==> config.mk <==
export PLATFORM = sky130hd
export DESIGN_NAME = map_writer
export DESIGN_NICKNAME = d
export VERILOG_FILES = /design/src/rtl/map_writer.sv
export SDC_FILE = /design/constraint.sdc
export NUM_CORES = 1
export LEC_CHECK = 0
export ABC_CLOCK_PERIOD_IN_PS = 4110
export CORE_MARGIN = 10
export CORE_UTILIZATION = 30
export CTS_BUF_LIST = sky130_fd_sc_hd__clkbuf_8 sky130_fd_sc_hd__clkbuf_16
export CTS_CLUSTER_DIAMETER = 50
export DETAILED_ROUTE_END_ITERATION = 10
export GPL_ROUTABILITY_DRIVEN = 0
export HOLD_SLACK_MARGIN = 0.05
export PLACE_DENSITY = 0.55
export SLEW_MARGIN = 40
export SYNTH_ARGS = -nofsm -noshare
export SYNTH_HDL_FRONTEND = slang
export SYNTH_SLANG_ARGS = --single-unit
==> constraint.sdc <==
create_clock -name clk -period 4.11 [get_ports clk]
set_input_delay 0.822 -clock clk [delete_from_list [all_inputs] [get_ports clk]]
set_output_delay 0.822 -clock clk [all_outputs]
set_load 0.01 [all_outputs]
==> src/rtl/map_writer.sv <==
// Map RAM writer: clears the whole map or fills a clipped rectangle,
// one pixel per cycle in row-major order, with registered write outputs.
`timescale 1ns/1ps
module map_writer #(
  parameter int unsigned MAP_COLS    = 256,
  parameter int unsigned MAP_ROWS    = 128,
  parameter logic [3:0]  CLEAR_COLOR = 4'h1
) (
  input  logic        clk,
  input  logic        rst,
  input  logic        clear_start,
  input  logic        rect_valid,
  output logic        rect_ready,
  input  logic [8:0]  rect_x,
  input  logic [6:0]  rect_y,
  input  logic [8:0]  rect_w,
  input  logic [6:0]  rect_h,
  input  logic [3:0]  rect_color,
  output logic        wr_en,
  output logic [15:0] wr_adr,
  output logic [3:0]  wr_data,
  output logic        busy,
  output logic        done
);

  // Walk counters are one bit wider than the ports so x+w and y+h never wrap.
  localparam int unsigned CW  = 10;
  localparam int unsigned RW  = 8;
  localparam int unsigned AW  = 16;
  localparam int unsigned DW  = 4;

  typedef enum logic [1:0] {
    ST_IDLE  = 2'd0,
    ST_CLEAR = 2'd1,
    ST_FILL  = 2'd2
  } state_e;

  state_e          state_q, state_d;
  logic [CW-1:0]   col_q, col_d;
  logic [RW-1:0]   row_q, row_d;
  logic [CW-1:0]   x0_q, x0_d;
  logic [CW-1:0]   x_end_q, x_end_d;
  logic [RW-1:0]   y_end_q, y_end_d;
  logic [DW-1:0]   color_q, color_d;
  logic            wr_en_q, wr_en_d;
  logic [AW-1:0]   wr_adr_q, wr_adr_d;
  logic [DW-1:0]   wr_data_q, wr_data_d;
  logic            done_q, done_d;

  logic [CW-1:0]   col_inc;
  logic [RW-1:0]   row_inc;
  logic            last_col;
  logic            last_row;
  logic            vis_en;
  logic [CW-1:0]   vis_col;
  logic [RW-1:0]   vis_row;
  logic [DW-1:0]   vis_color;
  logic            rect_empty;

  assign col_inc    = col_q + CW'(1);
  assign row_inc    = row_q + RW'(1);
  assign last_col   = (col_inc == x_end_q);
  assign last_row   = (row_inc == y_end_q);
  assign rect_empty = (rect_w == 9'd0) || (rect_h == 7'd0);

  // Next-state: pick the pixel visited on this edge, then decide whether it is written.
  always_comb begin
    state_d   = state_q;
    col_d     = col_q;
    row_d     = row_q;
    x0_d      = x0_q;
    x_end_d   = x_end_q;
    y_end_d   = y_end_q;
    color_d   = color_q;
    wr_en_d   = 1'b0;
    wr_adr_d  = wr_adr_q;
    wr_data_d = wr_data_q;
    done_d    = 1'b0;
    vis_en    = 1'b0;
    vis_col   = col_q;
    vis_row   = row_q;
    vis_color = color_q;

    case (state_q)
      ST_IDLE: begin
        if (clear_start) begin
          state_d   = ST_CLEAR;
          x0_d      = '0;
          x_end_d   = CW'(MAP_COLS);
          y_end_d   = RW'(MAP_ROWS);
          color_d   = CLEAR_COLOR;
          vis_en    = 1'b1;
          vis_col   = '0;
          vis_row   = '0;
          vis_color = CLEAR_COLOR;
        end else if (rect_valid) begin
          if (rect_empty) begin
            done_d = 1'b1;
          end else begin
            state_d   = ST_FILL;
            x0_d      = CW'(rect_x);
            x_end_d   = CW'(rect_x) + CW'(rect_w);
            y_end_d   = RW'(rect_y) + RW'(rect_h);
            color_d   = rect_color;
            vis_en    = 1'b1;
            vis_col   = CW'(rect_x);
            vis_row   = RW'(rect_y);
            vis_color = rect_color;
          end
        end
      end
      ST_CLEAR, ST_FILL: begin
        if (last_col && last_row) begin
          state_d = ST_IDLE;
          done_d  = 1'b1;
        end else begin
          vis_en = 1'b1;
          if (last_col) begin
            vis_col = x0_q;
            vis_row = row_inc;
          end else begin
            vis_col = col_inc;
          end
        end
      end
      default: begin
        state_d = ST_IDLE;
      end
    endcase

    // Off-map visits still take their cycle but leave the RAM port untouched.
    if (vis_en) begin
      col_d = vis_col;
      row_d = vis_row;
      if ((vis_col < CW'(MAP_COLS)) && (vis_row < RW'(MAP_ROWS))) begin
        wr_en_d   = 1'b1;
        wr_adr_d  = {vis_row[6:0], vis_col[8:0]};
        wr_data_d = vis_color;
      end
    end
  end

  // State and output registers.
  always_ff @(posedge clk) begin
    if (rst) begin
      state_q   <= ST_IDLE;
      col_q     <= '0;
      row_q     <= '0;
      x0_q      <= '0;
      x_end_q   <= '0;
      y_end_q   <= '0;
      color_q   <= '0;
      wr_en_q   <= 1'b0;
      wr_adr_q  <= '0;
      wr_data_q <= '0;
      done_q    <= 1'b0;
    end else begin
      state_q   <= state_d;
      col_q     <= col_d;
      row_q     <= row_d;
      x0_q      <= x0_d;
      x_end_q   <= x_end_d;
      y_end_q   <= y_end_d;
      color_q   <= color_d;
      wr_en_q   <= wr_en_d;
      wr_adr_q  <= wr_adr_d;
      wr_data_q <= wr_data_d;
      done_q    <= done_d;
    end
  end

  assign rect_ready = (state_q == ST_IDLE) && !clear_start;
  assign busy       = (state_q != ST_IDLE);
  assign wr_en      = wr_en_q;
  assign wr_adr     = wr_adr_q;
  assign wr_data    = wr_data_q;
  assign done       = done_q;

endmodule

* Word-level counts from Yosys, hierarchy flattened
Cells that the tools add are included.
Operators by class: add/sub/neg operators 4, $lt $le $gt $ge 2, equality and inequality tests 8, multiplexer cells 41, bitwise logic cells 1, reductions and logical operators 15
Operators with widths (number):
- 10-bit 2-to-1 mux | 11
- 8-bit 2-to-1 mux | 8
- 10-bit one-hot mux with 2 select lines | 1
- 4-bit 2-to-1 mux | 4
- 8-bit one-hot mux with 2 select lines | 1
- 10-bit by 1-bit adder with 10-bit output, second input constant | 1
- 9-bit by 9-bit adder with 10-bit output | 1
- 10-bit equality test | 1
- 10-bit by 9-bit < comparator with 1-bit output, second input constant | 1
- 9-bit zero test | 1
- 1-bit 2-to-1 mux | 9
- 7-bit by 7-bit adder with 8-bit output | 1
- 8-bit by 1-bit adder with 8-bit output, second input constant | 1
- 8-bit equality test | 1
- 8-bit < comparator, second input constant | 1
- 2-bit 2-to-1 mux | 4
- 7-bit zero test | 1
- 3-bit inequality test, second input constant | 2
- 3-bit AND reduction | 2
- 2-bit inequality test, second input constant | 2
- 1-bit one-hot mux with 2 select lines | 2
- 2-bit one-hot mux with 2 select lines | 1
- 2-bit nonzero test | 2
- 2-bit OR reduction | 2
- other kinds (8) | 10
Word-level totals: bits in registers 74, bits of input ports 40, output and inout bits 24, logic and storage cells 82

* Longest topological paths before layout
Gate-level depths: netlist of the first run.
depth in word-level cells 9, gate-level depth with buffers 14, gate-level depth less buffers 12

* Worst setup path before layout of the first run
Ideal clock, no wire load.
path kind input to register, start point in rect_w[3], end point reg wr_data_q[0], in the netlist wr_data[0], library setup time 0.123 ns, arrival time 3.037 ns, required time 3.987 ns, path slack 0.950 ns, cell stages on the path 10, buffers on the path 2, cell sequence nor4_1 -> nand3_1 -> and3_1 -> clkbuf_1 -> o21ai_1 -> a311oi_2 -> a21boi_0 -> nand4b_1 -> buf_2 -> mux2_1
Between the ends: cells in the longest elaborated chain, start to end 9, elaborated cells between the ends (all ways) 22, classes of those cells 2 x order compare; 16 x mux; 4 x reduce/logical
RTL lines:
- start, declared | line 16 | input logic [8:0] rect_w,
- 9-bit zero test (*) | line 64 | assign rect_empty = (rect_w == 9'd0) || (rect_h == 7'd0);
- 1-bit logical OR (*) | line 64
- 10-bit 2-to-1 mux or 8-bit 2-to-1 mux (tied branches) | line 97 | if (rect_empty) begin
- 10-bit 2-to-1 mux or 8-bit 2-to-1 mux (tied branches) | line 96 | end else if (rect_valid) begin
- 10-bit 2-to-1 mux or 8-bit 2-to-1 mux (tied branches) | line 86 | if (clear_start) begin
- 10-bit one-hot mux with 2 select lines or 8-bit one-hot mux with 2 select lines (tied branches) | line 84 | case (state_q)
- 10-bit by 9-bit < comparator with 1-bit output or 8-bit < comparator (tied branches) | line 135 | if ((vis_col < CW'(MAP_COLS)) && (vis_row < RW'(MAP_ROWS))) begin
- 1-bit logical AND | line 135
- 2-bit AND reduction (no line)
- end signal, assigned | line 167 | wr_data_q <= wr_data_d;
- end, declared | line 47 | logic [DW-1:0] wr_data_q, wr_data_d;
Every way passes the cells marked *; elsewhere a longest branch is shown, timed or not. A chain may end at the register's enable or synchronous reset.

* Final worst setup path of the first run
start point reg col_q[0], end point reg wr_adr_q[9], in the netlist wr_adr[9]
Between the ends: cells in the longest elaborated chain, start to end 8, elaborated cells between the ends (all ways) 18, classes of those cells 1 x add/sub; 2 x order compare; 1 x eq/ne; 11 x mux; 3 x reduce/logical
RTL lines:
- start, declared | line 39 | logic [CW-1:0] col_q, col_d;
- start signal, assigned | line 159 | col_q <= col_d;
- 10-bit by 1-bit adder with 10-bit output | line 60 | assign col_inc = col_q + CW'(1);
- 10-bit equality test | line 62 | assign last_col = (col_inc == x_end_q);
- 10-bit 2-to-1 mux, or another cell as far along | line 118 | if (last_col) begin
- 10-bit 2-to-1 mux or 8-bit 2-to-1 mux (tied branches) | line 113 | if (last_col && last_row) begin
- 10-bit one-hot mux with 2 select lines or 8-bit one-hot mux with 2 select lines (tied branches) | line 84
- 10-bit by 9-bit < comparator with 1-bit output or 8-bit < comparator (tied branches) | line 135
- 1-bit logical AND | line 135
- 2-bit AND reduction (no line)
- end signal, assigned | line 166 | wr_adr_q <= wr_adr_d;
- end, declared | line 46 | logic [AW-1:0] wr_adr_q, wr_adr_d;
Several ways; a longest one is shown, not always the timed one.

==> results of run 1 <==
==> layout make-up <==
type                       instances  share of cell area [%]
inverter                          23                    1.49
timing repair buffer              77                    12.6
multi-input combinational        437                    50.5
clock buffer                      10                    4.14
sequential                        73                    25.3
tap                              188                    4.07
clock inverter                     6                    1.84
==> through the flow <==
stage / std cells / hold WS [ps] / instance area [um2] / total power (uW)
floorplan: 571 / 422 / 4640 / 1960
finish: 814 / 459 / 5780 / 3430
global route: 814 / 485 / 5780 / 3630
detailed placement: 798 / 447 / 5430 / 2510
CTS: 814 / 457 / 5780 / 3440
global placement: 798 / 439 / 5430 / 2490
==> metal layers <==
layer / global-route usage (%) / up-vias / part of all wire, %
met3: 3.61 / 22 / 7.5
li1: - / 2206 / -
met1: 19.0 / 2166 / 45
met2: 23.9 / 155 / 46
met5: 0 / - / 0
met4: 5.85 / 0 / 1.9
==> sequential cells by signal, summed over array words and instances, names as in the netlist, 2 cells and up <==
signal,count
col_q,10
y_end_q,8
color_q,4
row_q,8
x0_q,9
x_end_q,10
wr_data,4
wr_adr,16
state_q,2
==> final timing paths <==
kind                                            start                endpoint  slack, ps  cells after the start
worst min-delay path             x0_q[6]$_SDFFE_PP0P_    x0_q[6]$_SDFFE_PP0P_        460                      2
worst max-delay path            col_q[0]$_SDFFE_PP0P_  wr_adr[9]$_SDFFE_PP0P_        400                     12
worst min register to register   x0_q[6]$_SDFFE_PP0P_    x0_q[6]$_SDFFE_PP0P_        460                      2
worst max register to register  col_q[0]$_SDFFE_PP0P_  wr_adr[9]$_SDFFE_PP0P_        400                     12
==> worst max-delay path, cell delays in order, from the launching register on <==
cell                        delay, ps
sky130_fd_sc_hd__dfxtp_1          520
sky130_fd_sc_hd__ha_1             370
sky130_fd_sc_hd__nand3_1          250
sky130_fd_sc_hd__nor4_1           360
sky130_fd_sc_hd__a31oi_1          140
sky130_fd_sc_hd__a2111oi_4        370
sky130_fd_sc_hd__buf_4            350
sky130_fd_sc_hd__a21oi_1           90
sky130_fd_sc_hd__a221o_1          320
sky130_fd_sc_hd__nand4b_1         220
sky130_fd_sc_hd__buf_4            240
sky130_fd_sc_hd__a211o_1          280
sky130_fd_sc_hd__a21oi_1          130
==> cells in the final DEF (no fill, tap or decap), types with 4 or more instances in the layout <==
| cell type | synthesis | layout |
|---|---|---|
| sky130_fd_sc_hd__clkdlybuf4s50_1 | 0 | 62 |
| sky130_fd_sc_hd__ha_1 | 20 | 20 |
| sky130_fd_sc_hd__xnor2_1 | 21 | 21 |
| sky130_fd_sc_hd__a211oi_1 | 18 | 18 |
| sky130_fd_sc_hd__nor4_1 | 5 | 5 |
| sky130_fd_sc_hd__a21o_1 | 8 | 8 |
| sky130_fd_sc_hd__nand4_1 | 4 | 4 |
| sky130_fd_sc_hd__nor3_1 | 15 | 15 |
| sky130_fd_sc_hd__or4_1 | 4 | 4 |
| sky130_fd_sc_hd__buf_4 | 2 | 14 |
| sky130_fd_sc_hd__dfxtp_1 | 73 | 73 |
| sky130_fd_sc_hd__a21oi_1 | 42 | 42 |
| sky130_fd_sc_hd__and3_1 | 8 | 8 |
| sky130_fd_sc_hd__xor2_1 | 11 | 11 |
| sky130_fd_sc_hd__nand3_1 | 17 | 17 |
| sky130_fd_sc_hd__inv_1 | 22 | 23 |
| sky130_fd_sc_hd__nor2b_1 | 11 | 11 |
| sky130_fd_sc_hd__a221oi_1 | 5 | 5 |
| sky130_fd_sc_hd__nor2_1 | 64 | 64 |
| sky130_fd_sc_hd__a311oi_1 | 4 | 4 |
| sky130_fd_sc_hd__a31oi_1 | 12 | 12 |
| sky130_fd_sc_hd__a22oi_1 | 24 | 24 |
| sky130_fd_sc_hd__o21bai_1 | 4 | 4 |
| sky130_fd_sc_hd__o211ai_1 | 8 | 8 |
| sky130_fd_sc_hd__clkbuf_16 | 0 | 9 |
| sky130_fd_sc_hd__and2_1 | 8 | 8 |
| sky130_fd_sc_hd__nand2b_1 | 5 | 5 |
| sky130_fd_sc_hd__nand2_1 | 44 | 44 |
| sky130_fd_sc_hd__o21ai_0 | 11 | 11 |
==> where the power goes <==
group / internal (uW) / switching [uW]
logic: 624 / 858
registers: 859 / 167
clock network: 606 / 314
total: 2090 / 1340
==> logic make-up after synthesis <==
kind of cell	count (synthesis)	synth area share [%]
fa+ha+maj	22	6.25
simple gates	198	20.9
buf+inv	61	5.74
flops	73	31.5
mux	5	1.16
xor+xnor	33	6.55
compound gates	179	27.9
==> out/results.txt, run 1 <==
The static leakage power is 0.00216 uW. CTS saw 73 sinks. The layout has 1,607 filler cells.

The mapped netlist covers 0.00464 mm2. The normalized max-slew margin was 54.8%; the row count was 45. Setup violations remaining at the end of the flow were counted as 0. The run finished with clean final reports. After detailed routing, the number of remaining DRC violations is 0. During placement, the flow inserted port buffers numbering 63. Power spread over the standard cell area amounts to 593 mW/mm2. Final antenna-violating net count: 0. The run gives 0 as the reported max-cap violation count. The biggest area contributor in the post-synthesis netlist is sky130_fd_sc_hd__dfxtp_1.

After routing, the total negative slack on setup checks comes to 0 ps. The tools report the via count of the first global-routing pass as 4,593. Each instance of the synthesized netlist takes up on average 8.13 um2. The tools report the total congestion overflow as 0. Setup repair after global routing left no endpoint under its margin. Number of instances in the synthesized netlist: 571.

The number of buffers inserted for hold repair after clock tree synthesis was 0; the share of final-layout standard cells stronger than drive strength 1 was 7.35%. Yosys mapped a number of flops with a built-in enable equal to 0. VDD sags by at most 0.257 mV. In this run, the number of DRC markers left after iteration 0 of detailed routing was 383. The total routed wirelength was 15,100 um. From left edge to right edge, the die measures 144 um. The logs give 3 for the number of H-tree levels and 0.0152 mm2 for the area of the core. The commonest cells after synthesis are 73 x sky130_fd_sc_hd__dfxtp_1, 64 x sky130_fd_sc_hd__nor2_1, 44 x sky130_fd_sc_hd__nand2_1, 42 x sky130_fd_sc_hd__a21oi_1, 24 x sky130_fd_sc_hd__a22oi_1. In the final layout, flip-flops and latches occupy 0.00146 mm2. The clock transition at the registers of the reported paths came out at 60 ps. For the final clock skew, the log shows 7.06 ps. For the largest net degree at the start of global routing, the log shows 37.

Among all flip-flop cells after synthesis, the most frequent one is sky130_fd_sc_hd__dfxtp_1. The fmax is 0.270 GHz, and the final core area utilization is 38.0%. Relative to the synthesized area, the layout overhead comes to 24.4%. The share of synthesized flip-flops with an asynchronous set or reset was 0%; the arrival time at the worst endpoint was 3990 ps.

The area share of the largest cell type after synthesis is 31.5%. After synthesis, the cell types taking the most area are sky130_fd_sc_hd__dfxtp_1 31%, sky130_fd_sc_hd__ha_1 5.4%, sky130_fd_sc_hd__nor2_1 5.2%. The floorplan step defined a die boundary enclosing 0.0209 mm2. The total global routing track utilization was 15.0%; the average wire per standard cell was 18.6 um.

The tools report the total I/O pin count as 64. The count of nets after finishing is 683, and the HPWL reported at the end of detailed placement is 11,200 um. Summing the sequential cell areas from Yosys gives 31.5% of the chip area. TritonCTS built the clock tree. Once the clock tree was built, the resizer swapped 0 gates to a different size. The fraction of the cycle the final worst path needs came out at 90.2%.

The post-synth net total was 633; the die outline height was 144 um. Setup slack on the critical path of the routed design comes to 402 ps. The clock period minus worst slack is 3710 ps, and the slew of the pin with the lowest slew margin is 678 ps.

The run gives 9 as the number of buffers added by the clock tree synthesis step. The most common cell in the synthesized netlist is sky130_fd_sc_hd__dfxtp_1. The critical path data required time is 4390 ps.

The clock latency on the worst-skew pair came out at 350 ps. The number of inserted diodes was 0. Synthesis inferred 73 register bits. The netlist uses 71 different library cells. STA classifies the critical path endpoint as a flop. The maximum count of clock buffers along a single path was 2.

During synthesis, Yosys emitted a total of 0 warnings. The class of the most critical setup path is reg2reg. The area of combinational cells with multiple inputs came out at 0.00292 mm2.

The run gives 353 ps as the post-placement setup slack. Final-report max-slew violation count: 0. The average via count per standard cell was 5.59; the via total after detailed routing was 4,549. Buffers added to address setup during post-CTS repair amount to 0. The count of final hold-check violations is 0.

The tools report the length of the first detailed-routing pass in iterations as 5. Initial antenna violation count: 0. Clock root buffer: sky130_fd_sc_hd__clkbuf_16. Sort of element at the start of the critical path: a flop. The type of the worst min-delay path is reg2reg. The first global-routing pass estimated 24,500 um of wire. The initial utilization of the core area, before any placement, comes to 30.5%.

Along the worst path, the maximum fanout reaches 28.
(Power assumes the default switching activity.)
==> run 2, diff against run 1 <==
==> constraint.sdc (replaced) <==
create_clock -name clk -period 4.11 [get_ports clk]
set_input_delay 0.6165 -clock clk [delete_from_list [all_inputs] [get_ports clk]]
set_output_delay 0.6165 -clock clk [all_outputs]
set_load 0.01 [all_outputs]
==> run 2 against run 1 <==
  * Cell area down 0.26%
  * Routed wire length down 0.95%
  * Critical endpoint is now wr_data[0]$_SDFFE_PP0P_
  * Critical path depth down 1
==> out/results.txt, run 2 (synthesized netlist as in run 1, its figures left out) <==
For the number of inserted diodes, the log shows 0 (unchanged). Internal cell power: 1980 uW (was 2090 uW). The tools report the switching component of the power as 1360 uW (was 1340 uW). The run gives 0 (unchanged) as the DRC violations left.

For the final clock skew, the log shows 7.83 ps (was 7.06 ps). The floorplan die width came out at 144 um (unchanged). Type of the worst min-delay path: reg2reg (unchanged). The area of the core was 0.0152 mm2 (unchanged); the clock transition at the registers of the reported paths was 60 ps (about the same). The final design area excluding fillers was 0.00576 mm2 (was 0.00578 mm2). The tools report the number of failing setup endpoints in the final timing report as 0 (unchanged). The logs give 14.7% (was 15.0%) for the total global routing track utilization and 817 (was 814) for the number of standard cells in the final layout excluding fillers.

Reported max-cap violation count: 0 (unchanged). For the normalized max-slew margin, the log shows 54.9% (was 54.8%). The die outline height was 144 um (unchanged). The flow ran to the end, and the final reports show no timing, DRC or antenna violations.

The overall die area is 0.0209 mm2 (unchanged), and the total routed wirelength is 15,000 um (was 15,100 um). The met2 routed wirelength is 6870 um (was 6950 um), and the routed metal-1 wirelength is 7100 um (was 6770 um). The sort of element at the start of the critical path is a flop (unchanged).

The tools report the count of nets after finishing as 686 (was 683). The tools report the count of final hold-check violations as 0 (unchanged). The switching part of the total power is 40.8% (was 39.1%), and the number of buffers inserted for hold repair after clock tree synthesis is 0 (unchanged). The share of total power in sequential cells was 30.3% (was 29.9%); the row count was 45 (unchanged). The type of element capturing the critical path is a flop (unchanged). The tools report the proportion of power drawn by the clock network as 24.6% (was 26.8%). The clock latency on the worst-skew pair was 340 ps (was 350 ps); the arrival time at the worst endpoint was 3850 ps (was 3990 ps). The run gives 4340 ps (was 4390 ps) as the critical path data required time.

Uppermost metal layer occupied by signal nets: met4 (unchanged). The slew of the pin with the lowest slew margin works out to 677 ps (was 678 ps). Maximum count of clock buffers along a single path: 2 (unchanged). The flip-flop count of the largest register, all copies and words added was 16 (unchanged); the number of violations reported at the end of detailed-routing iteration 0 was 382 (was 383). For the total congestion overflow, the log shows 0 (unchanged). The logs give 24,300 um (was 24,500 um) for the global-route wire length before repair and 782 um (was 1130 um) for the routed length on met3. The fmax is 0.276 GHz (was 0.270 GHz).

The run gives 73 (unchanged) as the number of clock sinks. The clock period minus worst slack is 3620 ps (was 3710 ps), and the number of buffers added for setup after CTS is 0 (unchanged). Slack of the critical path: 493 ps (was 402 ps).

The total negative slack was 0 ps (unchanged). The logs give 9 (unchanged) for the number of buffers added by the clock tree synthesis step and 38 (was 37) for the largest net degree at the start of global routing. The number of H-tree levels is 3 (unchanged).

Commonest non-fill, non-tap cell in the layout: sky130_fd_sc_hd__dfxtp_1 (unchanged). Clock root buffer: sky130_fd_sc_hd__clkbuf_16 (unchanged). The fraction of the cycle the final worst path needs was 88.0% (was 90.2%).

The HPWL reported at the end of detailed placement came out at 11,200 um (about the same). The power density of the placed cells was 579 mW/mm2 (was 593 mW/mm2). The maximum ir drop on the vdd rail is 0.288 mV (was 0.257 mV). The via total after detailed routing was 4,556 (was 4,549). The run gives 0 (unchanged) as the final antenna-violating net count. The run gives 0.00546 mm2 (was 0.00543 mm2) as the total placed instance area. The initial antenna violation count was 0 (unchanged); the combinational share of power was 45.0% (was 43.2%).

The post-placement setup slack came out at 539 ps (was 353 ps). TritonCTS built the clock tree. The largest fanout of any net on the critical path is 20 (was 28), and the minimum hold slack is 459 ps (about the same). Via count of the first global-routing pass: 4,601 (was 4,593). The share of final-layout standard cells stronger than drive strength 1 is 7.95% (was 7.35%).

The length of the first detailed-routing pass in iterations came out at 5 (unchanged). The area overhead of the layout relative to synthesis came out at 24.1% (was 24.4%). The tools report the total I/O pin count as 64 (unchanged). The tools report the static leakage power as 0.00215 uW (was 0.00216 uW). For the total instance count after detailed placement, the log shows 801 (was 798). Setup repair after global routing left no endpoint under its margin. The final-report max-slew violation count is 0 (unchanged). The tools report the starting density of the core as 30.5% (unchanged).

Commonest non-fill, non-tap cells in the layout: 73 x sky130_fd_sc_hd__dfxtp_1, 64 x sky130_fd_sc_hd__nor2_1, 62 x sky130_fd_sc_hd__clkdlybuf4s50_1 (unchanged). The average wire per standard cell is 18.4 um (was 18.6 um). Average via count per standard cell: 5.58 (was 5.59). Count of buffers from port buffering: 63 (unchanged). Quantity of gates resized following cts: 0 (unchanged).

For the final-layout fill cell count, the log shows 1,602 (was 1,607). The class of the most critical setup path is reg2reg (unchanged).
run 2: cell count changes in the layout (fill, tap and decap cells not counted):
| cell | change |
|---|---|
| sky130_fd_sc_hd__bufinv_16 | -2 |
| sky130_fd_sc_hd__inv_6 | +3 |
| sky130_fd_sc_hd__inv_1 | -1 |
| sky130_fd_sc_hd__clkinv_2 | -1 |
| sky130_fd_sc_hd__clkinvlp_4 | +1 |
| sky130_fd_sc_hd__clkbuf_8 | -1 |
| sky130_fd_sc_hd__buf_4 | +3 |
| sky130_fd_sc_hd__inv_8 | +1 |
run 2: final timing paths:
| check | start | end | slack, ps | cells past startpoint |
|---|---|---|---|---|
| setup / recovery | col_q[1]$_SDFFE_PP0P_ | wr_data[0]$_SDFFE_PP0P_ | 490 | 11 |
| hold / removal | color_q[0]$_SDFF_PP0_ | color_q[0]$_SDFF_PP0_ | 460 | 2 |
| setup reg to reg | col_q[1]$_SDFFE_PP0P_ | wr_data[0]$_SDFFE_PP0P_ | 490 | 11 |
| hold reg to reg | color_q[0]$_SDFF_PP0_ | color_q[0]$_SDFF_PP0_ | 460 | 2 |
run 2: worst max-delay path: stages (launching register included):
cell                        delay, ps
sky130_fd_sc_hd__dfxtp_1          440
sky130_fd_sc_hd__ha_1             320
sky130_fd_sc_hd__nand3_1          250
sky130_fd_sc_hd__nor4_1           350
sky130_fd_sc_hd__a31oi_1          120
sky130_fd_sc_hd__a2111oi_4        640
sky130_fd_sc_hd__buf_4            300
sky130_fd_sc_hd__a311oi_2         140
sky130_fd_sc_hd__a21boi_0         190
sky130_fd_sc_hd__nand4b_1         160
sky130_fd_sc_hd__buf_4            250
sky130_fd_sc_hd__mux2_1           340
run 2: power by group through the flow:
stage | Sequential (uW) | Combinational (uW) | Clock (uW)
after global routing | 1030 | 1650 | 872
after global placement | 1020 | 1480 | 0
after CTS | 1010 | 1500 | 841
final | 1010 | 1500 | 822
after detailed placement | 1020 | 1490 | 0
after floorplan | 999 | 961 | 0
run 2: area by class of cell:
class                           instances  area, um2  share of cell area, %
Clock buffer                            9        225                   3.91
Clock inverter                          7       82.6                   1.43
Inverter                               23       86.3                   1.50
Multi-Input combinational cell        437       2920                   50.7
Sequential cell                        73       1460                   25.4
Tap cell                              188        235                   4.08
Timing Repair Buffer                   80        753                   13.1
run 2: per-layer routing:
| layer | global-route usage [%] | vias up |
|---|---|---|
| met4 | 4.63 | 0 |
| met1 | 18.7 | 2197 |
| li1 | - | 2208 |
| met2 | 23.7 | 131 |
| met5 | 0 | - |
| met3 | 3.74 | 20 |
run 2: through the flow:
step           utilization, %  total power, uW
2_1_floorplan               -             1960
3_3_place_gp             35.9             2500
3_5_place_dp             35.9             2520
4_1_cts                  37.9             3350
5_1_grt                  37.9             3560
6_report                 37.9             3340
==> run 3, diff against run 2 <==
==> constraint.sdc (replaced) <==
create_clock -name clk -period 4.11 [get_ports clk]
set_input_delay 0.6165 -clock clk [delete_from_list [all_inputs] [get_ports clk]]
set_output_delay 0.6165 -clock clk [all_outputs]
set_load 0.05 [all_outputs]
==> results of run 3 <==
Same layout as run 2 (identical final DEF). Status: completed.
Main changes from that run: total power 3340 uW -> 3560 uW; worst IR drop on VDD 0.288 mV -> 0.363 mV
